==> config.mk <==
export PLATFORM = sky130hd
export DESIGN_NAME = k_load_store_unit_flat
export DESIGN_NICKNAME = d
export VERILOG_FILES = /design/src/rtl/k_load_store_unit_if.sv /design/src/rtl/k_load_store_unit.sv /design/src/flat_wrapper.sv
export SDC_FILE = /design/constraint.sdc
export NUM_CORES = 1
export LEC_CHECK = 0
export BUFFER_PORTS_ARGS = -buffer_cell sky130_fd_sc_hd__buf_2
export CAP_MARGIN = 25
export CORE_ASPECT_RATIO = 1.2
export CORE_MARGIN = 2
export CORE_UTILIZATION = 38
export DETAILED_ROUTE_END_ITERATION = 7
export GPL_TIMING_DRIVEN = 0
export PLACE_DENSITY = 0.62
export SLEW_MARGIN = 20
export SYNTH_ARGS = -nofsm -noshare
export SYNTH_HDL_FRONTEND = slang
export SYNTH_SLANG_ARGS = --single-unit
==> constraint.sdc <==
create_clock -name K_clk -period 2.55 [get_ports K_clk]
set_input_delay 0.765 -clock K_clk [delete_from_list [all_inputs] [get_ports K_clk]]
set_output_delay 0.765 -clock K_clk [all_outputs]
set_load 0.02 [all_outputs]
==> src/rtl/k_load_store_unit_if.sv <==
// Word-wide req/ack bus between the load/store unit and the data memory.
interface k_load_store_unit_if #(
    parameter int ADDR_W = 8
);
    logic              K_mem_req;
    logic              K_mem_we;
    logic [ADDR_W-1:0] K_mem_addr;
    logic [31:0]       K_mem_wdata;
    logic [31:0]       K_mem_rdata;
    logic              K_mem_ack;

    modport master (
        output K_mem_req, K_mem_we, K_mem_addr, K_mem_wdata,
        input  K_mem_rdata, K_mem_ack
    );

    modport slave (
        input  K_mem_req, K_mem_we, K_mem_addr, K_mem_wdata,
        output K_mem_rdata, K_mem_ack
    );
endinterface

==> src/rtl/k_load_store_unit.sv <==
// MEM-stage load/store initiator: byte/half/word accesses mapped onto word req/ack
// transfers, with read-modify-write for sub-word stores and an ack timeout.
//
// state  | meaning
// IDLE   | waiting for a request, illegal requests flagged here
// READ   | load read in flight
// RMW_RD | sub-word store, reading the old word
// RMW_WR | sub-word store, writing the merged word
// WRITE  | full-word store in flight
// DONE   | one cycle with the pipeline released
module k_load_store_unit #(
    parameter int ADDR_W      = 8,
    parameter int ACK_TIMEOUT = 15
) (
    input  logic        K_clk,
    input  logic        K_rst_n,
    input  logic        K_MemRead,
    input  logic        K_MemWrite,
    input  logic [31:0] K_ALU_result,
    input  logic [1:0]  K_size,
    input  logic        K_unsigned,
    input  logic [31:0] K_store_data,
    output logic [31:0] K_load_data,
    output logic        K_stall,
    output logic        K_access_err,
    k_load_store_unit_if.master mem
);
    typedef enum logic [2:0] {IDLE, READ, RMW_RD, RMW_WR, WRITE, DONE} state_t;

    localparam logic [7:0] TO_LIMIT = 8'(ACK_TIMEOUT);

    state_t      state;
    logic [7:0]  to_cnt;
    logic [1:0]  off_q;
    logic [1:0]  size_q;
    logic        unsigned_q;
    logic [31:0] store_data_q;

    logic req_any;
    logic illegal;
    logic timeout_hit;
    logic unused_addr_bits;

    assign unused_addr_bits = ^K_ALU_result[31:ADDR_W+2];

    function automatic logic [31:0] load_extend(input logic [31:0] w, input logic [1:0] off,
                                                input logic [1:0] sz, input logic uns);
        logic [31:0] shifted;
        logic [7:0]  b;
        logic [15:0] h;
        shifted = w >> {off, 3'b000};
        b = shifted[7:0];
        h = off[1] ? w[31:16] : w[15:0];
        case (sz)
            2'b00:   load_extend = uns ? {24'd0, b} : {{24{b[7]}}, b};
            2'b01:   load_extend = uns ? {16'd0, h} : {{16{h[15]}}, h};
            default: load_extend = w;
        endcase
    endfunction

    function automatic logic [31:0] store_merge(input logic [31:0] w, input logic [1:0] off,
                                                input logic [1:0] sz, input logic [31:0] d);
        store_merge = w;
        if (sz == 2'b00)
            store_merge[{off, 3'b000} +: 8] = d[7:0];
        else
            store_merge[{off[1], 4'b0000} +: 16] = d[15:0];
    endfunction

    assign req_any = K_MemRead | K_MemWrite;
    assign illegal = (K_MemRead & K_MemWrite) | (K_size == 2'b11)
                   | ((K_size == 2'b01) & K_ALU_result[0])
                   | ((K_size == 2'b10) & (K_ALU_result[1:0] != 2'b00));
    assign timeout_hit = (to_cnt + 8'd1) == TO_LIMIT;

    always_comb begin
        K_stall = 1'b0;
        case (state)
            IDLE:                        K_stall = req_any & ~illegal;
            READ, RMW_RD, RMW_WR, WRITE: K_stall = 1'b1;
            default:                     K_stall = 1'b0;
        endcase
    end

    always_ff @(posedge K_clk) begin
        if (!K_rst_n) begin
            state           <= IDLE;
            to_cnt          <= 8'd0;
            off_q           <= 2'b00;
            size_q          <= 2'b00;
            unsigned_q      <= 1'b0;
            store_data_q    <= 32'd0;
            K_load_data     <= 32'd0;
            K_access_err    <= 1'b0;
            mem.K_mem_req   <= 1'b0;
            mem.K_mem_we    <= 1'b0;
            mem.K_mem_addr  <= '0;
            mem.K_mem_wdata <= 32'd0;
        end else begin
            K_access_err <= 1'b0;
            case (state)
                IDLE: begin
                    if (req_any && illegal) begin
                        K_access_err <= 1'b1;
                    end else if (req_any) begin
                        off_q          <= K_ALU_result[1:0];
                        size_q         <= K_size;
                        unsigned_q     <= K_unsigned;
                        store_data_q   <= K_store_data;
                        to_cnt         <= 8'd0;
                        mem.K_mem_req  <= 1'b1;
                        mem.K_mem_addr <= K_ALU_result[ADDR_W+1:2];
                        if (K_MemRead) begin
                            mem.K_mem_we <= 1'b0;
                            state        <= READ;
                        end else if (K_size == 2'b10) begin
                            mem.K_mem_we    <= 1'b1;
                            mem.K_mem_wdata <= K_store_data;
                            state           <= WRITE;
                        end else begin
                            mem.K_mem_we <= 1'b0;
                            state        <= RMW_RD;
                        end
                    end
                end
                READ, RMW_RD, RMW_WR, WRITE: begin
                    if (mem.K_mem_ack) begin
                        if (state == RMW_RD) begin
                            // Request stays up; we/wdata flip so the next ack is the write.
                            mem.K_mem_we    <= 1'b1;
                            mem.K_mem_wdata <= store_merge(mem.K_mem_rdata, off_q, size_q, store_data_q);
                            to_cnt          <= 8'd0;
                            state           <= RMW_WR;
                        end else begin
                            if (state == READ)
                                K_load_data <= load_extend(mem.K_mem_rdata, off_q, size_q, unsigned_q);
                            mem.K_mem_req <= 1'b0;
                            state         <= DONE;
                        end
                    end else if (timeout_hit) begin
                        mem.K_mem_req <= 1'b0;
                        K_access_err  <= 1'b1;
                        state         <= DONE;
                    end else begin
                        to_cnt <= to_cnt + 8'd1;
                    end
                end
                default: state <= IDLE;
            endcase
        end
    end
endmodule
==> src/flat_wrapper.sv <==
// flat-port wrapper written by rule: the top's interface ports become plain ports
module k_load_store_unit_flat 
#(
    parameter int ADDR_W      = 8,
    parameter int ACK_TIMEOUT = 15
)
  (K_clk, K_rst_n, K_MemRead, K_MemWrite, K_ALU_result, K_size, K_unsigned, K_store_data, K_load_data, K_stall, K_access_err, mem_K_mem_req, mem_K_mem_we, mem_K_mem_addr, mem_K_mem_wdata, mem_K_mem_rdata, mem_K_mem_ack);
  k_load_store_unit_if #(.ADDR_W(ADDR_W)) mem_i ();
  input  logic K_clk;
  input  logic K_rst_n;
  input  logic K_MemRead;
  input  logic K_MemWrite;
  input  logic [31:0] K_ALU_result;
  input  logic [1:0] K_size;
  input  logic K_unsigned;
  input  logic [31:0] K_store_data;
  output logic [31:0] K_load_data;
  output logic K_stall;
  output logic K_access_err;
  output wire logic [$bits(mem_i.K_mem_req)-1:0] mem_K_mem_req;
  output wire logic [$bits(mem_i.K_mem_we)-1:0] mem_K_mem_we;
  output wire logic [$bits(mem_i.K_mem_addr)-1:0] mem_K_mem_addr;
  output wire logic [$bits(mem_i.K_mem_wdata)-1:0] mem_K_mem_wdata;
  input wire logic [$bits(mem_i.K_mem_rdata)-1:0] mem_K_mem_rdata;
  input wire logic [$bits(mem_i.K_mem_ack)-1:0] mem_K_mem_ack;
  assign mem_K_mem_req = mem_i.K_mem_req;
  assign mem_K_mem_we = mem_i.K_mem_we;
  assign mem_K_mem_addr = mem_i.K_mem_addr;
  assign mem_K_mem_wdata = mem_i.K_mem_wdata;
  assign mem_i.K_mem_rdata = mem_K_mem_rdata;
  assign mem_i.K_mem_ack = mem_K_mem_ack;
  k_load_store_unit #(.ADDR_W(ADDR_W), .ACK_TIMEOUT(ACK_TIMEOUT)) u_core (.K_clk(K_clk), .K_rst_n(K_rst_n), .K_MemRead(K_MemRead), .K_MemWrite(K_MemWrite), .K_ALU_result(K_ALU_result), .K_size(K_size), .K_unsigned(K_unsigned), .K_store_data(K_store_data), .K_load_data(K_load_data), .K_stall(K_stall), .K_access_err(K_access_err), .mem(mem_i));
endmodule
== Word-level counts from Yosys, hierarchy flattened ==
Cells that the tools add are included.

* Register bits: 107
* Latch bits: 0
* Memory bits (writable): 0
* Bits in read-only memories: 0
* Input port bits: 104
* Output and inout bits: 76
* Word-level logic and storage cells: 109
* Memories: 0

* Add/subtract/negate cells: 3
* Multipliers: 0
* Div/mod/pow operators: 0
* Order comparisons: 0
* Eq/ne operators: 19
* Shifts and indexed selects: 5
* Multiplexer cells: 46
* Bitwise gates (word level): 11
* Reduce and logical (&&, ||, !) cells: 13

{| class="wikitable"
|+ Operators by type and width
! cell !! number
|-
| $mux 32 || 9
|-
| $pmux 32 s2 || 2
|-
| $bwmux 32 || 2
|-
| $mux 8 || 5
|-
| $shift 16x7->32 const A || 1
|-
| $shift 8x7->32 const A || 1
|-
| $shiftx 16x7->32 || 1
|-
| $shiftx 8x7->32 || 1
|-
| $shr 32x5->8 || 1
|-
| $mux 3 || 7
|-
| $mux 16 || 1
|-
| $pmux 8 s2 || 1
|-
| $reduce_and 5->1 || 3
|-
| $mux 1 || 14
|-
| $neg 5->7 || 2
|-
| $add 8x1->8 const B || 1
|-
| $eq 8x4->1 const B || 1
|-
| $pmux 1 s2 || 4
|-
| $reduce_and 7->1 || 1
|-
| $eq 3x2->1 const B || 2
|-
| $ne 2x1->1 const B || 3
|-
| $ne 2x2->1 const B || 3
|-
| $ne 3x2->1 const B || 2
|-
| $ne 3x3->1 const B || 2
|-
| 15 further kinds || 27
|}

== Longest topological paths before layout ==
Gate-level depths: netlist of run 1.

* Word-level depth: 7
* Mapped depth: 9
* Mapped depth without buffers: 6

== Least setup slack after synthesis of run 1 ==
OpenSTA, ideal clock, no wires.

* Path kind: input to output
* Start: input K_ALU_result[1]
* End: output K_stall
* Arrival time: 1.797 ns
* Required time: 1.785 ns
* Slack: -0.012 ns
* Cell stages on the path: 3
* Buffers on the path: 0
* Cells stage by stage: nor3_1 -> o21ai_0 -> o21ai_0

* Word-level cells in the longest chain between the ends: 6

{| class="wikitable"
|+ Ends and longest elaborated chain
! what !! line !! source
|-
| start: declaration || flat_wrapper.sv:13 || <nowiki>input logic [31:0] K_ALU_result;</nowiki>
|-
| $reduce_bool 2->1 || k_load_store_unit.sv:73 || <nowiki>| ((K_size == 2'b10) & (K_ALU_result[1:0] != 2'b00));</nowiki>
|-
| $and 1x1->1 || k_load_store_unit.sv:73 ||
|-
| $or 1x1->1 || k_load_store_unit.sv:73 ||
|-
| $not 1->1 || k_load_store_unit.sv:79 || <nowiki>IDLE: K_stall = req_any & ~illegal;</nowiki>
|-
| $and 1x1->1 || k_load_store_unit.sv:79 ||
|-
| $pmux 1 s2 || k_load_store_unit.sv:78 || <nowiki>case (state)</nowiki>
|-
| end: declaration || flat_wrapper.sv:18 || <nowiki>output logic K_stall;</nowiki>
|}

Every way passes these cells.

== Worst setup path after layout of run 1 ==
* Start: register u_core.state[1]
* End: output K_stall

* Word-level cells in the longest chain between the ends: 3
* Elaborated cells on any way between the ends: 7
* Classes of those cells: 4 x eq/ne; 1 x mux; 2 x reduce/logical

{| class="wikitable"
|+ Ends and longest elaborated chain
! what !! line !! source
|-
| start: declaration || k_load_store_unit.sv:32 || <nowiki>state_t state;</nowiki>
|-
| start signal: assignment || k_load_store_unit.sv:87 || <nowiki>state <= IDLE;</nowiki>
|-
| start signal: assignment || k_load_store_unit.sv:115 || <nowiki>state <= READ;</nowiki>
|-
| start signal: assignment || k_load_store_unit.sv:119 || <nowiki>state <= WRITE;</nowiki>
|-
| $eq 3x2->1 (tied with other cells) || k_load_store_unit.sv:78 ||
|-
| $reduce_or 4->1 || k_load_store_unit.sv:78 ||
|-
| $pmux 1 s2 * || k_load_store_unit.sv:78 ||
|}

Every way passes the cells marked *; elsewhere a longest branch is shown, timed or not.

==> results of run 1 <==
flip-flops by register name, summed over array words and instances (netlist names):
| register | cells |
|---|---|
| u_core.K_load_data | 32 |
| u_core.mem.K_mem_wdata | 32 |
| u_core.store_data_q | 16 |
| u_core.mem.K_mem_addr | 8 |
| u_core.to_cnt | 8 |
| u_core.state | 3 |
| u_core.off_q | 2 |
| u_core.size_q | 2 |
| u_core.K_access_err | 1 |
| u_core.mem.K_mem_req | 1 |
| u_core.mem.K_mem_we | 1 |
| u_core.unsigned_q | 1 |
worst register-to-register path, stage by stage (launching register included):
cell and delay (ns):
dfxtp_1 0.36, clkbuf_4 0.19, buf_6 0.17, inv_1 0.12
ha_1 0.24, nor4bb_1 0.30, buf_4 0.21, a221oi_1 0.09
a211o_1 0.32, a311oi_1 0.28
power by group through the flow:
stage / logic (mW) / clock network, mW / registers (mW)
after floorplan: 0.966 / 0 / 2.08
after global routing: 1.90 / 1.52 / 1.95
final: 1.76 / 1.44 / 1.94
after CTS: 1.73 / 1.46 / 1.92
after detailed placement: 1.67 / 0 / 1.96
after global placement: 1.67 / 0 / 1.96
area by class of cell:
type                            instances  area [µm²]  share of cell area
Tap cell                              204         255              0.0358
Clock inverter                          2        35.0             0.00491
Multi-Input combinational cell        509        3300               0.463
Inverter                                6        23.8             0.00333
Clock buffer                           13         260              0.0365
Sequential cell                       107        2140               0.301
Buffer                                 63         313              0.0439
Timing Repair Buffer                  158         801               0.112
per-stage QoR:
stage	hold slack [ns]	setup slack, ns	instances	util	cell area (µm²)
after floorplan	0.448	0.155	687	-	5690
after global placement	0.439	-0.216	1046	0.453	6720
after detailed placement	0.447	-0.181	1046	0.453	6720
after CTS	0.457	-0.0929	1062	0.476	7060
after global routing	0.472	0.0134	1062	0.481	7130
final	0.455	0.0684	1062	0.481	7130
synth_stat cells, drive strengths merged, types with 5 or more instances:
library cell  instances  area share
nor2b                 6      0.0066
a211o                18       0.028
nor2                 21       0.014
dfxtp               107        0.38
a211oi                9       0.012
inv                   5      0.0033
nand3                 7      0.0062
a221oi               46       0.071
or3                   6      0.0066
and3                  5      0.0055
a21oi                67       0.059
clkbuf               38       0.026
buf                  27       0.028
a311oi               20       0.031
o22ai                18       0.020
o21ai                32       0.029
nor3                 11       0.011
nand2               134       0.088
ha                    7       0.015
mux2i                29       0.051
o2111ai              18       0.028
cells by family after synthesis:
group / share of synthesized area
AO/OA/AOI/OAI: 0.322
XOR/XNOR: 0.00154
adder cells (fa/ha/maj): 0.0154
buffers and inverters: 0.0579
flip-flops: 0.377
multiplexers: 0.0609
AND/OR/NAND/NOR: 0.166
how the worst max path moves through the flow:
| stage | startpoint | end | slack [ns] | depth (start not counted) |
|---|---|---|---|---|
| final | u_core.state[1]$_SDFFE_PN0P_ | K_stall | 0.07 | 6 |
| after global routing | K_MemRead | K_stall | 0.01 | 5 |
| after CTS | u_core.state[2]$_SDFFE_PN0P_ | K_stall | -0.09 | 7 |
| after detailed placement | K_MemRead | K_stall | -0.18 | 5 |
| after global placement | K_MemRead | K_stall | -0.22 | 5 |
| after floorplan | K_ALU_result[1] | K_stall | 0.16 | 3 |
layer usage:
layer  vias up  GRT usage  wire [µm]
met1      2906      0.324       8680
met4         0      0.145        980
met5         -          0          0
met2       259      0.409      10000
met3        54     0.0329       1140
li1       2941          -          -
what timing repair did:
item	4_1_cts	5_1_grt
setup endpoints to repair	9	11
pin swaps	0	4
gates resized for setup	12	16
hold buffers	0	0
buffers inserted	1	2
==> results.yml, run 1 <==
sta:
  tightest_slew_ns: 0.791
  min_period_ns: 2.48
  rsz0062_at_grt: "false"
  finalHoldViolCount: 0
  period_share: 0.973
  slew_viol_final: 0
  tns_ns: 0
  fmax_mhz: 403
  max_slew_margin: 0.473
  setup_viol: 0
  fin_skew_ns: 0.00561
floorplan:
  dieHeight_um: 138
  start_util: 0.383
  die_area_um2: 16000
  dieWidth_um: 116
  coreArea_um2: 14800
  ios: 180
  rows: 49
outcome:
  status: "finished, final reports clean"
cts:
  clk_latency_ns: 0.36
  clkSlewWorstSetupHoldPaths_ns: 0.07
  clockRootBuffer: "clkbuf_16"
  clockBufferDepth: 2
  htree_levels: 3
  numCtsBuffers: 9
  cts_tree: "yes"
  numClockSinks: 107
synth:
  synth-seq-cells: 107
  yosys_warnings: 0
  postSynth.asyncResetShare: 0
  synth_edf_count: 0
  netlist-cell-type-count: 61
  synthesis.nets: 798
  synth_cells: 687
  syn-cell-area_um2: 5690
  synth-seq-area-share: 0.377
  synthFlopType: "dfxtp_1"
  synthesis.area_per_instance_um2: 8.28
hold_path:
  hold_end: "u_core.mem.K_mem_addr[2]$_SDFFE_PN0P_"
  hp-class: "reg2reg"
  hp-start: "u_core.mem.K_mem_addr[2]$_SDFFE_PN0P_"
  hold_depth: 2
worst_setup_path:
  critPathMaxStageDelay_ns: 0.43
  cp-end-kind: "output pin"
  arrival_ns: 1.72
  path_cells: "buf_6, or3_4, nand2_8, buf_8, o21ai_2, buf_4"
  cp-start-kind: "flip-flop"
  r2r_end: "u_core.mem.K_mem_wdata[26]$_SDFFE_PN0P_"
  crit_type: "reg2out"
  path_delay_family: "simple AND/OR/NAND/NOR gates"
  r2r_setup_slack_ns: 0.17
  r2r-start: "u_core.off_q[1]$_SDFFE_PN0P_"
  worstPathRequired_ns: 1.79
  critPathSlowestCell: "or3_4"
  critPathMaxFanout: 10
  r2r_cells: 9
  crit_buf_inv: 3
detailed_routing:
  drc: 0
  routed_via_density: 5.80
  dr.pass1.iters: 6
  postRouteWirelength_um: 20800
  vias: 6160
  wl_per_cell_um: 19.6
  drt_iter0_drc: 391
  detail-route-antenna-nets: 0
placement:
  routabilityCongestion: 0.914
  numPortBuffers: 155
  dp_hpwl_um: 15900
global_route:
  antenna_found_initial: 0
  grt_use_total: 0.254
  grt_pass1_vias: 5771
  gr-total-overflow: 0
  grt_pass1_wl_um: 31500
  grt_max_degree: 16
power:
  power_mw: 5.14
  p_sw_mw: 1.89
  clkPwrFrac: 0.280
  intPower_mw: 3.25
  p_per_area_nw_per_um2: 721
  leakage_nw: 2.88
  seq_power_share: 0.377
  power_frac_comb: 0.343
  vdd_drop_max_uv: 302
  p_sw_frac: 0.368
layout:
  final_nets: 965
  n_antenna_cell: 0
  fillers: 1522
  mostFrequentLayoutCell: "buf_2"
  area_delta_synth_final_pct: 25.4
  mostFrequentLayoutCells: "buf_2 (169), nand2_1 (133), dfxtp_1 (105), a21oi_1 (66), a221oi_1 (46)"
  drive_gt1_frac: 0.260
run:
  drv_cap: 0
(Power assumes the default switching activity.)
==> run 2, diff against run 1 <==
clock period = 2.3 ns   (was 2.55 ns; I/O delays follow)
==> results.yml, run 2 (same netlist as run 1, synthesis figures left out) <==
floorplan:
  dieHeight_um: 138
  dieWidth_um: 116
  ios: 180
  die_area_um2: 16000
  start_util: 0.383
  coreArea_um2: 14800
  rows: 49
layout:
  mostFrequentLayoutCells: "buf_2 (168), nand2_1 (133), dfxtp_1 (102), a21oi_1 (66), a221oi_1 (46)"
  top_regs: "u_core.K_load_data: 32 flops, u_core.mem.K_mem_wdata: 32 flops, u_core.store_data_q: 16 flops"
  mostFrequentLayoutCell: "buf_2"
  n_antenna_cell: 0
  final_nets: 969
  area_delta_synth_final_pct: 27.2
  final_area_um2: 7240
  drive_gt1_frac: 0.275
detailed_routing:
  detail-route-antenna-nets: 0
  routed_via_density: 5.81
  wl_per_cell_um: 19.7
  drt_iter0_drc: 363
  postRouteWirelength_um: 21000
  dr.pass1.iters: 5
  vias: 6191
  drc: 0
global_route:
  antenna_found_initial: 0
  gr-total-overflow: 0
  grt_max_degree: 16
  grt_pass1_wl_um: 31900
  grt_pass1_vias: 5880
  grt_use_total: 0.257
power:
  p_sw_frac: 0.367
  p_sw_mw: 2.11
  clkPwrFrac: 0.277
  intPower_mw: 3.64
  vdd_drop_max_uv: 332
  seq_power_share: 0.374
  p_per_area_nw_per_um2: 795
  power_frac_comb: 0.350
  leakage_nw: 2.92
sta:
  finalHoldViolCount: 0
  whs_ns: 0.455
  fmax_mhz: 446
  setup_viol: 0
  slew_viol_final: 0
  period_share: 0.975
  max_slew_margin: 0.436
  rsz0062_at_grt: "true"
  min_period_ns: 2.24
  fin_skew_ns: 0.00647
  tightest_slew_ns: 0.847
cts:
  clockRootBuffer: "clkbuf_16"
  clockBufferDepth: 2
  clk_latency_ns: 0.36
  numClockSinks: 107
  htree_levels: 3
  cts_tree: "yes"
  clkSlewWorstSetupHoldPaths_ns: 0.07
  numCtsBuffers: 9
run:
  drv_cap: 0
worst_setup_path:
  cp-end-kind: "output pin"
  worstPathRequired_ns: 1.61
  crit_type: "reg2out"
  arrival_ns: 1.55
  cp-start-kind: "flip-flop"
  r2r_setup_slack_ns: 0.10
  critPathMaxFanout: 5
placement:
  routabilityCongestion: 0.914
  numPortBuffers: 155
  placed_cell_area_um2: 6720
  dp_hpwl_um: 15900
outcome:
  status: "finished, final reports clean"
hold_path:
  hp-class: "reg2reg"
## run 2: metrics by stage
step	TNS (ns)	setup WS [ns]	util	power, mW	instances
after floorplan	0	0.0370	-	3.38	687
after global placement	-8.90	-0.341	0.453	4.02	1046
after detailed placement	-8.49	-0.319	0.453	4.02	1046
after CTS	-0.0139	-0.0139	0.483	5.73	1066
after global routing	-0.0203	-0.0110	0.488	6.02	1066
final	0	0.0573	0.488	5.75	1066
## run 2: power groups by stage
| stage | Clock (mW) | Combinational, mW | Sequential (mW) |
|---|---|---|---|
| detailed placement | 0 | 1.85 | 2.17 |
| global placement | 0 | 1.85 | 2.17 |
| floorplan | 0 | 1.07 | 2.30 |
| CTS | 1.62 | 1.97 | 2.14 |
| global route | 1.68 | 2.16 | 2.17 |
| finish | 1.59 | 2.01 | 2.15 |
## run 2: layer usage
metal | track usage | up-vias | share of wire
met5 | 0 | - | 0
met3 | 0.0338 | 62 | 0.062
li1 | - | 2955 | -
met4 | 0.155 | 0 | 0.055
met1 | 0.324 | 2905 | 0.41
met2 | 0.413 | 269 | 0.48
## run 2: repair_timing
item | CTS | global route
hold buffers | 0 | 0
setup buffers | 8 | 1
endpoints found under the hold margin | 0 | 0
gates resized for setup | 33 | 18
pin swaps | 4 | 6
setup endpoints to repair | 33 | 28
cloned | 0 | 0
## run 2: final timing paths
kind | endpoint | startpoint | cells past startpoint
max | K_stall | u_core.state[0]$_SDFFE_PN0P_ | 5
max reg2reg | u_core.mem.K_mem_wdata[26]$_SDFFE_PN0P_ | u_core.state[1]$_SDFFE_PN0P_ | 8
min reg2reg | u_core.mem.K_mem_addr[2]$_SDFFE_PN0P_ | u_core.mem.K_mem_addr[2]$_SDFFE_PN0P_ | 2
min | u_core.mem.K_mem_addr[2]$_SDFFE_PN0P_ | u_core.mem.K_mem_addr[2]$_SDFFE_PN0P_ | 2
## run 2: worst max-delay path, cell delays in order (launching register included)
cell and delay, ns:
dfxtp_4 0.36, or3_4 0.40, nand2_4 0.12, buf_8 0.12, o21ai_4 0.06, buf_6 0.13
## run 2: layout make-up
type / instances / area (µm²)
timing repair buffer: 164 / 850
sequential: 107 / 2150
fill: 1507 / 7600
tap: 204 / 255
buffer: 61 / 312
inverter: 6 / 27.5
clock inverter: 2 / 35.0
multi-input combinational: 509 / 3340
clock buffer: 13 / 260
